===== config.mk =====
export PLATFORM = sky130hd
export DESIGN_NAME = change_dispenser_flat
export DESIGN_NICKNAME = d
export VERILOG_FILES = /design/src/rtl/change_dispenser_if.sv /design/src/rtl/change_dispenser.sv /design/src/flat_wrapper.sv
export SDC_FILE = /design/constraint.sdc
export NUM_CORES = 1
export LEC_CHECK = 0
export BUFFER_PORTS_ARGS = -buffer_cell sky130_fd_sc_hd__buf_2
export CORE_MARGIN = 3
export CORE_UTILIZATION = 45
export DETAILED_ROUTE_END_ITERATION = 8
export GPL_TIMING_DRIVEN = 0
export PLACE_DENSITY = 0.71
export SLEW_MARGIN = 40
export SYNTH_ARGS = -nofsm -noshare
export SYNTH_HDL_FRONTEND = slang
export SYNTH_SLANG_ARGS = --single-unit

===== constraint.sdc =====
create_clock -name clk -period 1.8 [get_ports clk]
set_clock_uncertainty 0.05 [all_clocks]
set_input_delay 0.18 -clock clk [delete_from_list [all_inputs] [get_ports clk]]
set_output_delay 0.18 -clock clk [all_outputs]
set_load 0.1 [all_outputs]

===== src/rtl/change_dispenser_if.sv =====
// change_dispenser_if: vending-FSM / hopper-side signal bundle for change_dispenser.
// master: the driver of vend/change/eject_ack (vending FSM + hopper model).
// slave:  the change_dispenser itself.
interface change_dispenser_if #(
   parameter int unsigned TOTAL_W = 16
);
   logic               vend;
   logic [2:0]         change;
   logic               eject_ack;
   logic               req_ready;
   logic               eject;
   logic               done;
   logic               busy;
   logic [2:0]         coins_left;
   logic [TOTAL_W-1:0] total_paid;
   logic               fault;

   modport master (
      output vend, change, eject_ack,
      input  req_ready, eject, done, busy, coins_left, total_paid, fault
   );

   modport slave (
      input  vend, change, eject_ack,
      output req_ready, eject, done, busy, coins_left, total_paid, fault
   );
endinterface


===== src/rtl/change_dispenser.sv =====
// change_dispenser: pays change out one 10 rs coin at a time through an eject/eject_ack
// handshake with the coin hopper, tracks coins still owed and a saturating paid-coin total.
// Optional hopper-timeout watchdog (WAIT_ACK timer + sticky FAULT state) is enabled by
// defining CHANGE_DISPENSER_TIMEOUT_EN; without it WAIT_ACK waits forever and fault is 0.
module change_dispenser #(
   parameter int unsigned ACK_TIMEOUT = 15,
   parameter int unsigned EJECT_GAP   = 2,
   parameter int unsigned TOTAL_W     = 16
) (
   input logic               clk,
   input logic               rst,
   change_dispenser_if.slave bus
);

   // Gap counter runs 0 .. EJECT_GAP-1.
   localparam int unsigned      GAP_W     = (EJECT_GAP > 1) ? $clog2(EJECT_GAP) : 1;
   localparam logic [GAP_W-1:0] GAP_LAST  = GAP_W'(EJECT_GAP - 1);
   localparam logic [TOTAL_W-1:0] TOTAL_MAX = {TOTAL_W{1'b1}};

   if (ACK_TIMEOUT < 2 || EJECT_GAP < 1) begin : g_bad_params
      $error("change_dispenser: ACK_TIMEOUT must be >= 2 and EJECT_GAP >= 1");
   end

   typedef enum logic [2:0] {
      StIdle,
      StEject,
      StWaitAck,
      StGap,
      StDone,
      StFault
   } state_e;

   state_e             state_q;
   logic               req_ready_q;
   logic               eject_q;
   logic               done_q;
   logic               busy_q;
   logic               fault_q;
   logic [2:0]         coins_left_q;
   logic [TOTAL_W-1:0] total_paid_q;
   logic [GAP_W-1:0]   gap_cnt_q;

`ifdef CHANGE_DISPENSER_TIMEOUT_EN
   // Timer holds (WAIT_ACK cycle number - 1); last allowed cycle is ACK_TIMEOUT-1.
   localparam int unsigned      TMR_W    = $clog2(ACK_TIMEOUT);
   localparam logic [TMR_W-1:0] TMR_LAST = TMR_W'(ACK_TIMEOUT - 1);
   logic [TMR_W-1:0] tmr_q;
`endif

   // Payout FSM; every output is registered and set together with the state it belongs to.
   always_ff @(posedge clk) begin
      if (rst) begin
         state_q      <= StIdle;
         req_ready_q  <= 1'b1;
         eject_q      <= 1'b0;
         done_q       <= 1'b0;
         busy_q       <= 1'b0;
         fault_q      <= 1'b0;
         coins_left_q <= 3'd0;
         total_paid_q <= '0;
         gap_cnt_q    <= '0;
`ifdef CHANGE_DISPENSER_TIMEOUT_EN
         tmr_q        <= '0;
`endif
      end else begin
         eject_q <= 1'b0;
         done_q  <= 1'b0;
         unique case (state_q)
            StIdle: begin
               if (bus.vend) begin
                  req_ready_q <= 1'b0;
                  busy_q      <= 1'b1;
                  if (bus.change != 3'd0) begin
                     coins_left_q <= bus.change;
                     eject_q      <= 1'b1;
                     state_q      <= StEject;
                  end else begin
                     done_q  <= 1'b1;
                     state_q <= StDone;
                  end
               end
            end
            StEject: begin
`ifdef CHANGE_DISPENSER_TIMEOUT_EN
               tmr_q   <= '0;
`endif
               state_q <= StWaitAck;
            end
            StWaitAck: begin
               // An ack in the final allowed cycle takes priority over the timeout.
               if (bus.eject_ack) begin
                  if (coins_left_q != 3'd0) begin
                     coins_left_q <= coins_left_q - 3'd1;
                  end
                  if (total_paid_q != TOTAL_MAX) begin
                     total_paid_q <= total_paid_q + TOTAL_W'(1);
                  end
                  if (coins_left_q == 3'd1) begin
                     done_q  <= 1'b1;
                     state_q <= StDone;
                  end else begin
                     gap_cnt_q <= '0;
                     state_q   <= StGap;
                  end
               end
`ifdef CHANGE_DISPENSER_TIMEOUT_EN
               else if (tmr_q == TMR_LAST) begin
                  busy_q  <= 1'b0;
                  fault_q <= 1'b1;
                  state_q <= StFault;
               end else begin
                  tmr_q <= tmr_q + TMR_W'(1);
               end
`endif
            end
            StGap: begin
               if (gap_cnt_q == GAP_LAST) begin
                  eject_q <= 1'b1;
                  state_q <= StEject;
               end else begin
                  gap_cnt_q <= gap_cnt_q + GAP_W'(1);
               end
            end
            StDone: begin
               busy_q      <= 1'b0;
               req_ready_q <= 1'b1;
               state_q     <= StIdle;
            end
            StFault: begin
               // Sticky: only rst leaves this state.
               state_q <= StFault;
            end
            default: begin
               state_q <= StIdle;
            end
         endcase
      end
   end

   assign bus.req_ready  = req_ready_q;
   assign bus.eject      = eject_q;
   assign bus.done       = done_q;
   assign bus.busy       = busy_q;
   assign bus.fault      = fault_q;
   assign bus.coins_left = coins_left_q;
   assign bus.total_paid = total_paid_q;

endmodule


===== src/flat_wrapper.sv =====
// flat-port wrapper written by rule: the top's interface ports become plain ports
module change_dispenser_flat 
#(
   parameter int unsigned ACK_TIMEOUT = 15,
   parameter int unsigned EJECT_GAP   = 2,
   parameter int unsigned TOTAL_W     = 16
)
  (clk, rst, bus_vend, bus_change, bus_eject_ack, bus_req_ready, bus_eject, bus_done, bus_busy, bus_coins_left, bus_total_paid, bus_fault);
  change_dispenser_if #(.TOTAL_W(TOTAL_W)) bus_i ();
  input logic clk;
  input logic rst;
  input wire logic [$bits(bus_i.vend)-1:0] bus_vend;
  input wire logic [$bits(bus_i.change)-1:0] bus_change;
  input wire logic [$bits(bus_i.eject_ack)-1:0] bus_eject_ack;
  output wire logic [$bits(bus_i.req_ready)-1:0] bus_req_ready;
  output wire logic [$bits(bus_i.eject)-1:0] bus_eject;
  output wire logic [$bits(bus_i.done)-1:0] bus_done;
  output wire logic [$bits(bus_i.busy)-1:0] bus_busy;
  output wire logic [$bits(bus_i.coins_left)-1:0] bus_coins_left;
  output wire logic [$bits(bus_i.total_paid)-1:0] bus_total_paid;
  output wire logic [$bits(bus_i.fault)-1:0] bus_fault;
  assign bus_i.vend = bus_vend;
  assign bus_i.change = bus_change;
  assign bus_i.eject_ack = bus_eject_ack;
  assign bus_req_ready = bus_i.req_ready;
  assign bus_eject = bus_i.eject;
  assign bus_done = bus_i.done;
  assign bus_busy = bus_i.busy;
  assign bus_coins_left = bus_i.coins_left;
  assign bus_total_paid = bus_i.total_paid;
  assign bus_fault = bus_i.fault;
  change_dispenser #(.ACK_TIMEOUT(ACK_TIMEOUT), .EJECT_GAP(EJECT_GAP), .TOTAL_W(TOTAL_W)) u_core (.clk(clk), .rst(rst), .bus(bus_i));
endmodule

Word-level counts from Yosys, hierarchy flattened
Index checks and enable logic that the tools add are counted.
Widths: inputs -> output; s select.
{ "totals": {"register_bits": 27, "latch_bits": 0, "mem_bits_rw": 0, "mem_bits_ro": 0, "out_inout_bits": 24, "word_cells": 63, "memories": 0} }
{ "op_classes": {"n_addsub": 3, "mul": 0, "n_div": 0, "n_lt_le_gt_ge": 0, "eq_ne": 13, "shift": 0, "mux": 28, "bitwise_logic": 0, "n_reduce_logical": 11} }
{ "op_table": {"columns": ["op", "count"], "rows": [
  ["$mux 3", 9],
  ["$add 16x1->16 const B", 1],
  ["$ne 16x16->1 const B", 1],
  ["$pmux 3 s5", 1],
  ["$mux 1", 12],
  ["$pmux 1 s2", 5],
  ["$reduce_and 3->1", 3],
  ["$eq 3x1->1 const B", 2],
  ["$eq 3x2->1 const B", 2],
  ["$eq 3x3->1 const B", 2],
  ["$ne 2x1->1 const B", 3],
  ["$ne 2x2->1 const B", 3],
  ["$pmux 3 s2", 1],
  ["$reduce_bool 2->1", 3],
  ["$reduce_bool 3->1", 2],
  ["$reduce_and 5->1", 1],
  ["$logic_not 3->1", 1],
  ["$sub 3x1->3 const B", 1],
  ["$reduce_and 2->1", 1],
  ["$add 1x1->1 const B", 1]
]} }

Depth between registers and ports, before layout
Gate-level depths: netlist of the first run.
{ "logic_depth": {"ltp_word": 4, "depth_mapped": 6, "depth_no_buf": 6} }

Worst setup path before layout of the first run
OpenSTA, ideal clock, no wires.
{ "synth_path": {"path_type": "reg2reg", "startpoint": "register u_core.total_paid_q[0], in the netlist u_core.bus.total_paid[0]", "endpoint": "register u_core.total_paid_q[1], in the netlist u_core.bus.total_paid[1]", "arrival_ns": 2.378, "required_time_ns": 1.679, "path_slack_ns": -0.699, "stages_incl_launch_ff": 7, "n_path_buf": 1, "path_cell_list": "dfxtp_1 > ha_1 > nand3_1 > nor4_2 > buf_2 > o21ai_0 > a21oi_1"} }
{ "synth_between": {"elab_chain_cells": 2, "elab_cells_between_ends": 3} }
{ "synth_rtl": {"columns": ["element", "line", "source"], "rows": [
  ["from (decl)", "change_dispenser.sv:40", "logic [TOTAL_W-1:0] total_paid_q;"],
  ["from (signal assigned)", "change_dispenser.sv:96", "total_paid_q <= total_paid_q + TOTAL_W'(1);"],
  ["parallel branches: the longest is 2 deep, another holds $add 16x1->16", null, null]
]} }
Parallel ways; which one is timed is not known.
A chain may end at the register's enable or synchronous reset.

Final worst setup path of the first run
{ "layout_path": {"startpoint": "register u_core.state_q[0]", "endpoint": "register u_core.total_paid_q[3], in the netlist u_core.bus.total_paid[3]"} }
{ "layout_between": {"elab_chain_cells": 2} }
{ "layout_rtl": {"columns": ["element", "line", "source"], "rows": [
  ["from (decl)", "change_dispenser.sv:33", "state_e state_q;"],
  ["from (signal assigned)", "change_dispenser.sv:53", "state_q <= StIdle;"],
  ["from (signal assigned)", "change_dispenser.sv:76", "state_q <= StEject;"],
  ["from (signal assigned)", "change_dispenser.sv:79", "state_q <= StDone;"],
  ["$eq 3x2->1", "change_dispenser.sv:68", "unique case (state_q)"],
  ["$reduce_and 3->1 (no source line)", null, null]
]} }
Every way passes these cells.

==> summary.md, run 1 <==
| Metric | Value |
|---|---|
| # port buffers | 28 |
| Final Slew Violations | 0 |
| Net Count, Synth | 188 |
| Kind of cell adding the most delay to the critical path | simple AND/OR/NAND/NOR gates |
| DRC | 0 |
| Share of cells above drive strength 1 | 32.9% |
| Nets | 222 |
| RSZ-0062 raised after global routing | yes |
| Flop pwr share | 42.7% |
| Top-level I/O count | 31 |
| Num CTS Buffers | 3 |
| Post-detailed-routing wire length | 3760 microns |
| H-tree levels | 1 |
| Routed length per instance | 14.8 microns |
| Finish-stage setup viols | 0 |
| Routed Antenna Nets | 0 |
| Outcome | finished clean |
| Final Instance Count excl. Fillers | 254 |
| Vias in the first global route | 1,350 |
| CP max-delay cell | or4_1 |
| Std cell rows | 20 |
| Drt pass-1 iters | 5 |
| Die width | 63.1 microns |
| Crit path cell chain | or2_4 > or2_0 > buf_4 > or4_1 > a21oi_1 |
| Diode count | 0 |
| CP arrival | 1.95 ns |
| Die Ht | 63.1 microns |
| Internal power | 0.898 mW |
| Die Area | 3980 sq um |
| Maximum clock frequency | 573 MHz |
| Post-synth ARST share | 0% |
| Cell with the most instances after synthesis | dfxtp_1 |
| Critical path class | register to register |
| Pin count of the biggest net entering global routing | 15 |
| Synth unique cells | 44 |
| Ys Warns | 0 |
| Latest clock arrival within the worst-skew pair | 0.32 ns |
| Inst Count DP | 249 |
| Yosys top cell area share | 36.9% |
| Grt ovf | 0 |
| Sink Count | 27 |
| Switching Fraction | 42.7% |
| Gr usage total | 19.1% |
| Number of synthesized flops with an enable pin | 0 |
| Leakage | 0.664 nW |
| Critical path startpoint category | register |
| Total design power | 1.57 mW |
| Total power per unit cell area | 865 nW/um^2 |
| Post-route cell area | 1810 sq um |
| Synth Cell Area | 1470 sq um |
| CP endpoint kind | register |
| Worst path required time | 2.00 ns |
| Clk pin slew, worst setup/hold paths | 0.14 ns |
| Core Util, Final | 58.8% |
| Fin Hold WS | 0.199 ns |
| GP Congestion | 0.898 |
| Gate Count Post-Synth | 177 |
| Initial core utilization | 47.6% |
| Post-DP HPWL | 2710 microns |
| Max-capacitance violation count | 0 |
| Setup TNS after final layout | 0 ns |
| # hold bufs at CTS | 0 |
| Area after DPL | 1740 sq um |
| Leading area contributor after synthesis | dfxtp_1 |
| Initial antenna violation count | 0 |
| Crit-path max FO | 9 |
| Place WS | -0.0670 ns |
| #FFs+latches synth | 27 |
| Pin slew with the least headroom to its limit | 0.547 ns |
| CTS tree | built |
| Tcrit/Tclk final | 97.0% |
| First-pass GRT wire length | 6350 microns |
| Top post-synthesis cells by area | dfxtp_1 37%, a21oi_1 8.2%, o21ai_0 4.1% |
| Switch Pwr | 0.668 mW |
| IR drop worst, VDD | 0.504 mV |
| Reg2reg setup slack | 0.05 ns |
| Max clock buf depth | 2 |
| Via Count | 1,543 |
| Core ar. | 3080 sq um |
| Initial drt markers | 103 |
| Most frequent cells after synthesis | 27 x dfxtp_1, 24 x a21oi_1, 12 x o21ai_0 |
| Clock group share of total power | 16.6% |
| Min cycle time layout | 1.75 ns |
| Layout area overhead | 23.6% |
| Combinational Power Share | 40.7% |
| CP Buf/Inv Count | 1 |
| Setup WS post-layout | 0.0538 ns |
| Clk root buf | clkbuf_4 |
| Register area share after synthesis | 36.9% |
| Via density | 6.07 |
| Worst rel slew slack | 63.6% |
| CP peak stage delay | 0.51 ns |
| Worst min path class | input pin to register |
| Synth Flop Type | dfxtp_1 |
| Avg Cell Area, Syn | 8.28 sq um |
| Fin. Hold Viols | 0 |
==> cell families (layout without fill, tap and decap cells) <==
family                     count (synthesis)  in the layout  synth area share [%]
and+or+nand+nor                           69             69                  28.5
xor gates and xnor gates                   1              1                 0.598
muxes                                      3              3                  2.22
AOI/OAI and AO/OA                         56             56                  23.5
other                                      1              1                 0.256
adders and majority gates                  4              4                  3.42
buffers and inverters                     16             49                  4.61
DFF                                       27             27                  36.9
==> registers in the layout, summed over array words and instances, names as in the netlist <==
| register | flops |
|---|---|
| u_core.bus.busy | 1 |
| u_core.gap_cnt_q | 1 |
| u_core.bus.req_ready | 1 |
| u_core.bus.eject | 1 |
| u_core.state_q | 3 |
| u_core.bus.total_paid | 16 |
| u_core.bus.coins_left | 3 |
| u_core.bus.done | 1 |
==> cells in the final DEF (no fill, tap or decap), drive strengths merged, types with 2 or more instances in the layout <==
cell	synthesis	layout
nand2b	3	3
nor2	4	4
o311ai	2	2
or2	4	4
a21oi	24	24
clkbuf	5	9
nor2b	5	5
nand2	9	9
or4	7	7
buf	5	34
nand3b	2	2
o31ai	8	8
nand4	7	7
ha	4	4
dfxtp	27	27
and3	2	2
inv	6	6
o41ai	2	2
nor3	7	7
or3	7	7
o21ai	12	12
nor4	2	2
mux2	2	2
and4	3	3
nand3	4	4
==> path summary, 6_finish.rpt <==
kind / from / endpoint / cells after the start
hold reg to reg: u_core.bus.req_ready / u_core.bus.req_ready / 2
setup reg to reg: u_core.state_q[0] / u_core.bus.total_paid[3] / 5
setup / recovery: u_core.state_q[0] / u_core.bus.total_paid[3] / 5
hold / removal: bus_vend / u_core.bus.req_ready / 4
==> metal layers <==
metal,routed length (microns),GRT usage [%]
met1,1730,26.2
met4,42,6.61
met5,0,0
met2,1760,30.8
met3,226,2.50
==> power by group through the flow <==
stage / clock (mW) / combinational (mW) / sequential (mW)
floorplan: 0 / 0.287 / 0.893
global placement: 0 / 0.600 / 0.677
detailed placement: 0 / 0.607 / 0.680
CTS: 0.268 / 0.627 / 0.666
global route: 0.295 / 0.677 / 0.677
finish: 0.260 / 0.637 / 0.669
==> tightest hold or removal path, delay by kind of cell <==
family,cells,cell delay (ns)
AND/OR/NAND/NOR,2,0.17
buffers and inverters,1,0.10
AO/OA/AOI/OAI,1,0.09
==> timing repair <==
| action | CTS | global route |
|---|---|---|
| buffers inserted | 2 | 0 |
| pin swaps | 2 | 1 |
| resized for setup | 5 | 6 |
| endpoints found under the setup margin | 9 | 10 |
==> final cells by class <==
cell class | count | area [sq um]
Inverter | 6 | 22.5
Sequential cell | 27 | 613
Tap cell | 44 | 55.1
Clock buffer | 4 | 26.3
Timing Repair Buffer | 30 | 155
Buffer | 9 | 42.5
Fill cell | 293 | 1270
Multi-Input combinational cell | 134 | 896
(Power assumes the default switching activity.)
==> run 2: changes to the inputs <==
--- a/config.mk
+++ b/config.mk
@@ -6,7 +6,7 @@
 export NUM_CORES = 1
 export LEC_CHECK = 0
 export BUFFER_PORTS_ARGS = -buffer_cell sky130_fd_sc_hd__buf_2
-export CORE_MARGIN = 3
+export CORE_MARGIN = 2
 export CORE_UTILIZATION = 45
 export DETAILED_ROUTE_END_ITERATION = 8
 export GPL_TIMING_DRIVEN = 0
==> run 2 against run 1 <==
The run now ends with negative setup slack left. Global-route usage rose by 2.2 points. First-iteration DRC count fell by 40%. Via count fell by 4.2%. Sequential power rose by 1%. Flip-flop and latch count did not move. Setup slack got worse by 0.059 ns. Wire length fell by 2.4%.
==> summary.md, run 2 (synthesis gave the netlist of run 1 again) <==
| Metric | Value |
|---|---|
| Outcome | complete, but fails checks |
| Failing checks | negative setup slack |
| Sink Count | 27 (unchanged) |
| Gr usage total | 21.3% (+2.2 points) |
| Post-detailed-routing wire length | 3670 microns (-2.4%) |
| Min cycle time layout | 1.81 ns (+0.0591 ns) |
| Fill cells | 296 (+1.0%) |
| Commonest non-fill, non-tap cell in the layout | buf_2 |
| Core ar. | 3080 sq um (unchanged) |
| Tcrit/Tclk final | 100% (+3.3 points) |
| Flop pwr share | 42.6% (about the same) |
| Combinational Power Share | 40.4% (-0.3 points) |
| Pin slew with the least headroom to its limit | 0.550 ns (+0.00352 ns) |
| Post-DP HPWL | 2670 microns (-1.6%) |
| Critical path class | register to register |
| CP endpoint kind | register |
| Most frequent cells in the layout | 29 x buf_2, 22 x a21oi_1, 18 x dfxtp_4 |
| Worst path required time | 2.01 ns (about the same) |
| Layout area overhead | 25.2% |
| Max reg flops | 16 (unchanged) |
| Std cell rows | 20 (unchanged) |
| Finish-stage setup viols | 1 (+1) |
| Worst min path class | input pin to register |
| RSZ-0062 raised after global routing | yes |
| Setup TNS after final layout | -0.00528 ns (-0.00528 ns) |
| Crit path to | u_core.bus.total_paid[3] |
| Reg2reg setup slack | -0.005 ns (-0.06 ns) |
| CTS tree | built |
| Drt pass-1 iters | 4 (-1) |
| Die width | 61.1 microns (-3.2%) |
| Via Count | 1,478 (-4.2%) |
| Max clock buf depth | 2 (unchanged) |
| Total power per unit cell area | 865 nW/um^2 (about the same) |
| Post-route cell area | 1830 sq um (+1.3%) |
| Pin count of the biggest net entering global routing | 17 (+2) |
| Worst R2R Path Depth | 5 (unchanged) |
| Reg2reg end | u_core.bus.total_paid[3] |
| Latest clock arrival within the worst-skew pair | 0.33 ns (about the same) |
| # port buffers | 28 (unchanged) |
| Num CTS Buffers | 3 (unchanged) |
| Share of cells above drive strength 1 | 35.8% (+3.0 points) |
| GP Congestion | 0.883 (-1.7%) |
| Critical path startpoint category | register |
| Top-level I/O count | 31 (unchanged) |
| Initial antenna violation count | 0 (unchanged) |
| Die Area | 3730 sq um (-6.2%) |
| Clock group share of total power | 17.0% (+0.4 points) |
| Origin of the critical flop-to-flop path | u_core.state_q[2] |
| Diode count | 0 (unchanged) |
| Place WS | -0.0695 ns (-0.00251 ns) |
| Leakage | 0.676 nW (+1.8%) |
| Worst rel slew slack | 63.3% (-0.23 points) |
| Switching Fraction | 42.9% (+0.23 points) |
| Internal power | 0.907 mW (+0.98%) |
| Initial core utilization | 47.6% (unchanged) |
| Maximum clock frequency | 554 MHz (-3.3%) |
| Area after DPL | 1740 sq um (unchanged) |
| Setup WS post-layout | -0.00528 ns (-0.0591 ns) |
| Setup crit start | u_core.state_q[2] |
| DRC | 0 (unchanged) |
| Clk root buf | clkbuf_4 |
| Initial drt markers | 62 (-40%) |
| IR drop worst, VDD | 0.675 mV (+34%) |
| Clk pin slew, worst setup/hold paths | 0.15 ns (about the same) |
| Routed length per instance | 14.3 microns (-3.1%) |
| Routed Antenna Nets | 0 (unchanged) |
| First-pass GRT wire length | 6090 microns (-4.0%) |
| HP Start | bus_vend |
| Core Util, Final | 59.6% (+0.77 points) |
| Switch Pwr | 0.681 mW (+1.9%) |
| Crit-path max FO | 8 (-1) |
| H-tree levels | 1 (unchanged) |
| Max-capacitance violation count | 0 (unchanged) |
| Vias in the first global route | 1,389 (+2.9%) |
| Via density | 5.77 (-5.0%) |
| Die Ht | 61.1 microns (-3.2%) |
| CP arrival | 2.01 ns (+0.06 ns) |
| Nets | 224 (+0.90%) |
| Final Slew Violations | 0 (unchanged) |
| Fin. Hold Viols | 0 (unchanged) |
| Grt ovf | 0 (unchanged) |
-- run 2: cell types whose count changed in the layout (fill, tap and decap cells not counted), sizes merged --
cell	previous run	this run
inv	6	7
buf	34	36
clkbuf	9	8
-- run 2: per-layer routing --
metal / vias to the layer above / global-route usage, % / wire length, microns
li1: 747 / - / -
met1: 697 / 27.8 / 1760
met2: 28 / 34.8 / 1750
met3: 6 / 3.36 / 120
met4: 0 / 9.32 / 37
met5: - / 0 / 0
-- run 2: power by group through the flow --
stage	Sequential [mW]	Combinational, mW	Clock [mW]
after detailed placement	0.680	0.606	0
after floorplan	0.893	0.287	0
after CTS	0.669	0.612	0.280
after global placement	0.677	0.598	0
after global routing	0.683	0.689	0.308
final	0.676	0.641	0.271
-- run 2: worst min path at each step --
stage | to | slack [ns] | cells after the start
3_3_place_gp | u_core.bus.req_ready | 0.40 | 2
6_report | u_core.bus.req_ready | 0.17 | 4
2_1_floorplan | u_core.bus.req_ready | 0.36 | 3
3_5_place_dp | u_core.bus.total_paid[10] | 0.42 | 1
4_1_cts | u_core.bus.req_ready | 0.16 | 4
5_1_grt | u_core.bus.done | 0.20 | 2
-- run 2: per-stage QoR --
step                instances  power (mW)  hold slack, ns
floorplan                 177        1.18           0.363
global placement          249        1.27           0.396
detailed placement        249        1.29           0.417
CTS                       253        1.56           0.158
global route              256        1.68           0.198
finish                    256        1.59           0.169
-- run 2: critical path: stages, from the launching register on --
cell     delay (ns)
dfxtp_2        0.37
or2_4          0.27
or2_0          0.21
buf_4          0.16
or4_4          0.51
a21oi_2        0.16
-- run 2: timing repair --
| action | CTS | global route |
|---|---|---|
| endpoints found under the setup margin | 9 | 10 |
| pin swaps | 3 | 5 |
| setup buffers | 1 | 3 |
| resized for setup | 5 | 9 |
| hold buffers | 0 | 0 |
-- run 2: final cells by class --
| cell class | count | area (sq um) | share of cell area (%) |
|---|---|---|---|
| Buffer | 9 | 42.5 | 2.32 |
| Clock buffer | 3 | 22.5 | 1.23 |
| Clock inverter | 1 | 6.26 | 0.341 |
| Inverter | 6 | 22.5 | 1.23 |
| Multi-Input combinational cell | 134 | 902 | 49.2 |
| Sequential cell | 27 | 613 | 33.4 |
| Tap cell | 44 | 55.1 | 3.00 |
| Timing Repair Buffer | 32 | 170 | 9.28 |
